File: src/rtl/program_fetch_arbiter_if.sv
// Fetch/debug/ROM signal bundle for program_fetch_arbiter.
// master = core, debug port and ROM side; slave = the arbiter.
interface program_fetch_arbiter_if #(
    parameter int DATA_WIDTH = 32
);
    logic                  stall_i;
    logic                  redirect_valid;
    logic [DATA_WIDTH-1:0] redirect_addr;
    logic                  dbg_req;
    logic [DATA_WIDTH-1:0] dbg_addr;
    logic                  dbg_ack;
    logic [DATA_WIDTH-1:0] dbg_data;
    logic [DATA_WIDTH-1:0] mem_address;
    logic [DATA_WIDTH-1:0] mem_instruction;
    logic [DATA_WIDTH-1:0] pc_o;
    logic [DATA_WIDTH-1:0] instr_o;
    logic                  instr_valid;
    logic                  fetch_fault;

    modport master (
        output stall_i, redirect_valid, redirect_addr,
        output dbg_req, dbg_addr, mem_instruction,
        input  dbg_ack, dbg_data, mem_address,
        input  pc_o, instr_o, instr_valid, fetch_fault
    );

    modport slave (
        input  stall_i, redirect_valid, redirect_addr,
        input  dbg_req, dbg_addr, mem_instruction,
        output dbg_ack, dbg_data, mem_address,
        output pc_o, instr_o, instr_valid, fetch_fault
    );
endinterface

File: src/rtl/program_fetch_arbiter.sv
// PC owner and single-port ROM arbiter between instruction fetch
// and a debug readback port, with a registered IF output stage.
module program_fetch_arbiter #(
    parameter int                DATA_WIDTH   = 32,
    parameter int                MEMORY_DEPTH = 32,
    parameter logic [DATA_WIDTH-1:0] RESET_VECTOR = 32'h0040_0000
) (
    input logic                 clk,
    input logic                 reset,
    program_fetch_arbiter_if.slave bus
);
    typedef enum logic {GNT_FETCH, GNT_DEBUG} grant_t;

    localparam logic [DATA_WIDTH-1:0] LIMIT = DATA_WIDTH'(4 * MEMORY_DEPTH);
    localparam logic [DATA_WIDTH-1:0] ALIGN = ~(DATA_WIDTH'(3));

    grant_t                r_last_grant;
    grant_t                w_next_grant;
    logic [DATA_WIDTH-1:0] r_pc;
    logic [DATA_WIDTH-1:0] r_pc_o;
    logic [DATA_WIDTH-1:0] r_instr;
    logic                  r_valid;
    logic                  r_ack;
    logic [DATA_WIDTH-1:0] r_dbg_data;
    logic                  r_fault;

    logic                  w_dbg_elig;
    logic                  w_grant_dbg;
    logic [DATA_WIDTH-1:0] w_fetch_off;
    logic                  w_fetch_oor;
    logic                  w_dbg_oor;
    logic [DATA_WIDTH-1:0] w_addr;

    // Grant state register
    always_ff @(posedge clk) begin
        if (!reset) r_last_grant <= GNT_FETCH;
        else        r_last_grant <= w_next_grant;
    end

    always_comb begin
        w_next_grant = GNT_FETCH;
        if (w_grant_dbg) w_next_grant = GNT_DEBUG;
    end

    // Ack gating keeps a slow-dropping requester from a second service
    always_comb begin
        w_dbg_elig  = bus.dbg_req & ~r_ack;
        w_grant_dbg = w_dbg_elig &
                      (bus.stall_i | (r_last_grant == GNT_FETCH) | r_fault);
    end

    assign w_fetch_off     = r_pc - RESET_VECTOR;
    assign w_fetch_oor     = (w_fetch_off >= LIMIT);
    assign w_dbg_oor       = (bus.dbg_addr >= LIMIT);
    assign w_addr          = w_grant_dbg ? bus.dbg_addr : w_fetch_off;
    assign bus.mem_address = w_addr & ALIGN;

    always_ff @(posedge clk) begin
        if (!reset) begin
            r_pc       <= RESET_VECTOR;
            r_pc_o     <= RESET_VECTOR;
            r_instr    <= '0;
            r_valid    <= 1'b0;
            r_ack      <= 1'b0;
            r_dbg_data <= '0;
            r_fault    <= 1'b0;
        end else begin
            r_ack <= 1'b0;
            if (w_grant_dbg) begin
                r_ack      <= 1'b1;
                r_dbg_data <= w_dbg_oor ? '0 : bus.mem_instruction;
            end
            // Redirect wins over both stall and the debug bubble
            if (bus.redirect_valid) begin
                r_pc    <= bus.redirect_addr & ALIGN;
                r_valid <= 1'b0;
                r_fault <= 1'b0;
            end else if (w_grant_dbg) begin
                if (!bus.stall_i) r_valid <= 1'b0;
            end else if (bus.stall_i) begin
                r_valid <= r_valid;
            end else if (w_fetch_oor) begin
                r_instr <= '0;
                r_valid <= 1'b0;
                r_fault <= 1'b1;
            end else begin
                r_instr <= bus.mem_instruction;
                r_pc_o  <= r_pc;
                r_valid <= 1'b1;
                r_pc    <= r_pc + DATA_WIDTH'(4);
            end
        end
    end

    assign bus.pc_o        = r_pc_o;
    assign bus.instr_o     = r_instr;
    assign bus.instr_valid = r_valid;
    assign bus.dbg_ack     = r_ack;
    assign bus.dbg_data    = r_dbg_data;
    assign bus.fetch_fault = r_fault;
endmodule

File: src/flat_wrapper.sv
// flat-port wrapper written by rule: the top's interface ports become plain ports
module program_fetch_arbiter_flat 
#(
    parameter int                DATA_WIDTH   = 32,
    parameter int                MEMORY_DEPTH = 32,
    parameter logic [DATA_WIDTH-1:0] RESET_VECTOR = 32'h0040_0000
)
  (clk, reset, bus_stall_i, bus_redirect_valid, bus_redirect_addr, bus_dbg_req, bus_dbg_addr, bus_mem_instruction, bus_dbg_ack, bus_dbg_data, bus_mem_address, bus_pc_o, bus_instr_o, bus_instr_valid, bus_fetch_fault);
  program_fetch_arbiter_if #(.DATA_WIDTH(DATA_WIDTH)) bus_i ();
  input logic clk;
  input logic reset;
  input wire logic [$bits(bus_i.stall_i)-1:0] bus_stall_i;
  input wire logic [$bits(bus_i.redirect_valid)-1:0] bus_redirect_valid;
  input wire logic [$bits(bus_i.redirect_addr)-1:0] bus_redirect_addr;
  input wire logic [$bits(bus_i.dbg_req)-1:0] bus_dbg_req;
  input wire logic [$bits(bus_i.dbg_addr)-1:0] bus_dbg_addr;
  input wire logic [$bits(bus_i.mem_instruction)-1:0] bus_mem_instruction;
  output wire logic [$bits(bus_i.dbg_ack)-1:0] bus_dbg_ack;
  output wire logic [$bits(bus_i.dbg_data)-1:0] bus_dbg_data;
  output wire logic [$bits(bus_i.mem_address)-1:0] bus_mem_address;
  output wire logic [$bits(bus_i.pc_o)-1:0] bus_pc_o;
  output wire logic [$bits(bus_i.instr_o)-1:0] bus_instr_o;
  output wire logic [$bits(bus_i.instr_valid)-1:0] bus_instr_valid;
  output wire logic [$bits(bus_i.fetch_fault)-1:0] bus_fetch_fault;
  assign bus_i.stall_i = bus_stall_i;
  assign bus_i.redirect_valid = bus_redirect_valid;
  assign bus_i.redirect_addr = bus_redirect_addr;
  assign bus_i.dbg_req = bus_dbg_req;
  assign bus_i.dbg_addr = bus_dbg_addr;
  assign bus_i.mem_instruction = bus_mem_instruction;
  assign bus_dbg_ack = bus_i.dbg_ack;
  assign bus_dbg_data = bus_i.dbg_data;
  assign bus_mem_address = bus_i.mem_address;
  assign bus_pc_o = bus_i.pc_o;
  assign bus_instr_o = bus_i.instr_o;
  assign bus_instr_valid = bus_i.instr_valid;
  assign bus_fetch_fault = bus_i.fetch_fault;
  program_fetch_arbiter #(.DATA_WIDTH(DATA_WIDTH), .MEMORY_DEPTH(MEMORY_DEPTH), .RESET_VECTOR(RESET_VECTOR)) u_core (.clk(clk), .reset(reset), .bus(bus_i));
endmodule
File: config.mk
export PLATFORM = sky130hd
export DESIGN_NAME = program_fetch_arbiter_flat
export DESIGN_NICKNAME = d
export VERILOG_FILES = /design/src/rtl/program_fetch_arbiter_if.sv /design/src/rtl/program_fetch_arbiter.sv /design/src/flat_wrapper.sv
export SDC_FILE = /design/constraint.sdc
export NUM_CORES = 1
export LEC_CHECK = 0
export ABC_AREA = 1
export CORE_MARGIN = 4
export CORE_UTILIZATION = 44
export DETAILED_ROUTE_END_ITERATION = 10
export PLACE_DENSITY = 0.89
export SYNTH_ARGS = -nofsm -noshare
export SYNTH_HDL_FRONTEND = slang
export SYNTH_SLANG_ARGS = --single-unit
File: constraint.sdc
create_clock -name clk -period 2.7 [get_ports clk]
set_input_delay 0.54 -clock clk [delete_from_list [all_inputs] [get_ports clk]]
set_output_delay 0.54 -clock clk [all_outputs]
set_load 0.005 [all_outputs]
==> results.txt <==
Pre-CTS setup slack: -56.54 ps
H-tree levels: 4
Status: finished with violations
First-pass GRT wire length: 29.15 mm
Crit path DAT: 2180 ps
Crit-path max cell delay: 450 ps
Maximum VDD drop: 0.4163 mV
Diode count: 0
Critical path's slowest cell: clkdlybuf4s50_1
Clk_lat worst skew: 420 ps
Via count: 6,246
Clock tree buffer depth: 2
Setup TNS: -21.93 ps
Clock skew: 8.007 ps
Worst setup margin: -21.93 ps
Crit path launch type: input pin
WHS Path Cells: 2
Net Switching: 1265 µW
Synth cell types: 31
Post-synth top area cell: dfxtp_1
Gr ovfl total: 0
# hold bufs at CTS: 0
Reg-to-Reg End: u_core.bus.pc_o[3]
Layout Nets: 1,122
Clk slew on worst S/H paths: 60 ps
Unrepaired setup endpoints after global routing: true
Mean Syn Cell Area: 7.288 µm²
Avg WL per Cell: 16.08 µm
Clock sink total: 127
Hold path endpoint: u_core.bus.pc_o[14]
Multi-input logic area: 2834 µm²
Min cycle time layout: 2722 ps
Hpwl dp: 13.73 mm
Cells after synthesis: 799
Clock Power Share: 0.462
Total GRT Usage: 0.2463
Number of remaining DRC errors: 0
CTS root buffer: clkbuf_16
Final setup viols: 1
Yosys Warn Count: 0
Cell area after synthesis: 5823 µm²
Crit share post-route: 1.008
Initial antenna violation count: 0
Comb pwr share: 0.143
Register bit total from synthesis: 127
CP Max Fanout: 9
Rel. slew slack: 0.5942
First-pass detailed-route iteration total: 6
R2r startpoint: u_core.r_pc[23]
Top cells by area, synth: dfxtp_1, nand2_1, o21ai_0
Largest net degree at the start of global routing: 43
Static leakage: 0.003805 µW
Via/cell ratio: 5.201
Synthesis-to-finish area growth: 54.10%
Internal power: 3782 µW
Share of cells above drive strength 1: 0.1273
Die width: 123.0 µm
I/O Buffers: 223
Fmax: 367.4 MHz
Crit-path leading delay family: buffers and inverters
Share of the yosys chip area belonging to registers: 0.4366
Max-Cap Viols: 0
I/O pin cnt: 232
DRT antenna net count: 0
Reg2Reg Depth: 13
Sw frac: 0.2507
Synth top area share: 0.4366
Pwr dens: 562.5 nW/µm²
Placer congestion estimate: 0.9221
First-iteration detailed-routing DRC count: 492
Initial Util: 0.4559
Hold Violations, Final: 0
Worst Tran Pin Value: 607.8 ps
Pins over their slew limit: 0
CTS buffer count: 17
Worst path bufs/invs: 6
CP required: 2160 ps
Fill cells: 945
Primary FF master, synth: dfxtp_1
Seq pwr share: 0.395
Total wire length: 19.31 mm
Setup CP Type: in2out
Vias in the first global route: 5,952
Setup crit end kind: primary output
Core area: 12,770 µm²
Die height: 123.0 µm
FF-to-FF setup slack: 440 ps
Asr flop ratio synth: 0
Die area: 15,140 µm²
CTS tree: done
Register Area: 2546 µm²
EDFF count, synth: 0
HP Start: u_core.bus.pc_o[14]
Worst min-delay path class: reg2reg
Crit-path cells: clkdlybuf4s50_1, inv_1, nor2_4, buf_4, inv_4, buf_4, nand2_1, nand2_1, clkdlybuf4s50_1
Failing checks: negative setup slack
Placement Rows: 41
-- placed cells by master, fill, tap and decap left out, drive strengths merged --
cell type	synthesis	routed
clkdlybuf4s50	0	202
nand2	190	190
dfxtp	127	127
nor2	91	91
a21oi	85	85
nand3	82	82
o21ai	69	69
inv	62	63
buf	20	26
dlymetal6s2s	0	20
clkbuf	33	18
nor4	10	10
clkinv	1	7
nand4	5	5
xor2	5	5
ha	5	5
nor3	5	5
a31oi	4	4
conb	1	4
clkinvlp	0	4
mux2i	3	3
bufinv	0	3
nand3b	1	1
-- area by class of cell --
type | count | share of cell area
Sequential cell | 127 | 0.2837
Multi-Input combinational cell | 559 | 0.3158
Tap cell | 172 | 0.02398
Clock inverter | 14 | 0.01854
Clock buffer | 18 | 0.04894
Inverter | 63 | 0.02691
Timing Repair Buffer | 248 | 0.2821
-- power groups by stage --
stage               clock (µW)  combinational, µW  sequential (µW)
finish                    2330                722             1990
global route              2440                790             2000
CTS                       2350                713             1990
detailed placement           0                701             2030
global placement             0                689             2030
floorplan                    0                303             2020
-- Yosys cell counts, types with 5 or more instances --
library cell	instances
dfxtp_1	127
a21oi_2	19
nand3_2	23
nand2_1	183
nand2_2	7
buf_4	6
nand3_1	59
nor4_1	10
clkbuf_1	33
o21ai_0	68
a21oi_1	66
nor2_1	84
nand4_1	5
ha_1	5
inv_1	58
buf_2	8
-- worst max path at each step --
stage	start	endpoint	slack, ps	cells past startpoint
floorplan	bus_dbg_req	bus_mem_address[11]	620	6
global placement	bus_dbg_req	bus_mem_address[15]	-10	7
detailed placement	bus_dbg_req	bus_mem_address[15]	-60	7
CTS	bus_dbg_req	bus_mem_address[15]	-20	7
global route	bus_dbg_req	bus_mem_address[6]	-100	9
finish	bus_dbg_req	bus_mem_address[6]	-20	9
-- worst min-delay path, delay by kind of cell (launching register included) --
family           cells  cell delay (ps)
AND/OR/NAND/NOR      2               90
flip-flops           1              310
-- sequential cells by signal, indices dropped and copies added, names as in the netlist --
register and cells:
u_core.bus.dbg_data 32, u_core.bus.pc_o 30, u_core.r_last_grant 1, u_core.bus.instr_valid 1, u_core.bus.instr_o 32, u_core.bus.fetch_fault 1, u_core.r_pc 30
-- per-stage QoR --
step	cells	util	total power [µW]	instance area (µm²)	hold WS (ps)
floorplan	802	-	2325	5834	434.4
global placement	1164	0.6441	2716	8228	427.7
detailed placement	1164	0.6441	2729	8228	430.3
CTS	1198	0.6940	5057	8865	440.1
global route	1201	0.7025	5225	8974	468.2
finish	1201	0.7025	5048	8974	439.0
-- cell families (layout without fill, tap and decap cells) --
group	count (synthesis)	after routing	share of synthesized area
fa+ha+maj	5	5	0.01074
simple gates	384	384	0.3036
flops	127	127	0.4366
xor+xnor	5	5	0.008810
other cells	1	4	0.0006440
buf+inv	116	343	0.08552
mux	3	3	0.005157
compound gates	158	158	0.1489
-- routing by layer --
metal  global-route usage  part of all wire  vias to the layer above
met4               0.1266             0.037                        0
met5                    0                 0                        -
li1                     -                 -                     3031
met3              0.09012              0.10                       61
met1               0.2724              0.39                     2864
met2               0.4151              0.48                      290
-- what timing repair did --
action	in CTS	in global routing
endpoints found under the setup margin	21	29
gates resized for setup	8	30
buffers inserted	2	3
pin swaps	2	0
No activity file was read; power rests on OpenSTA's default activity.
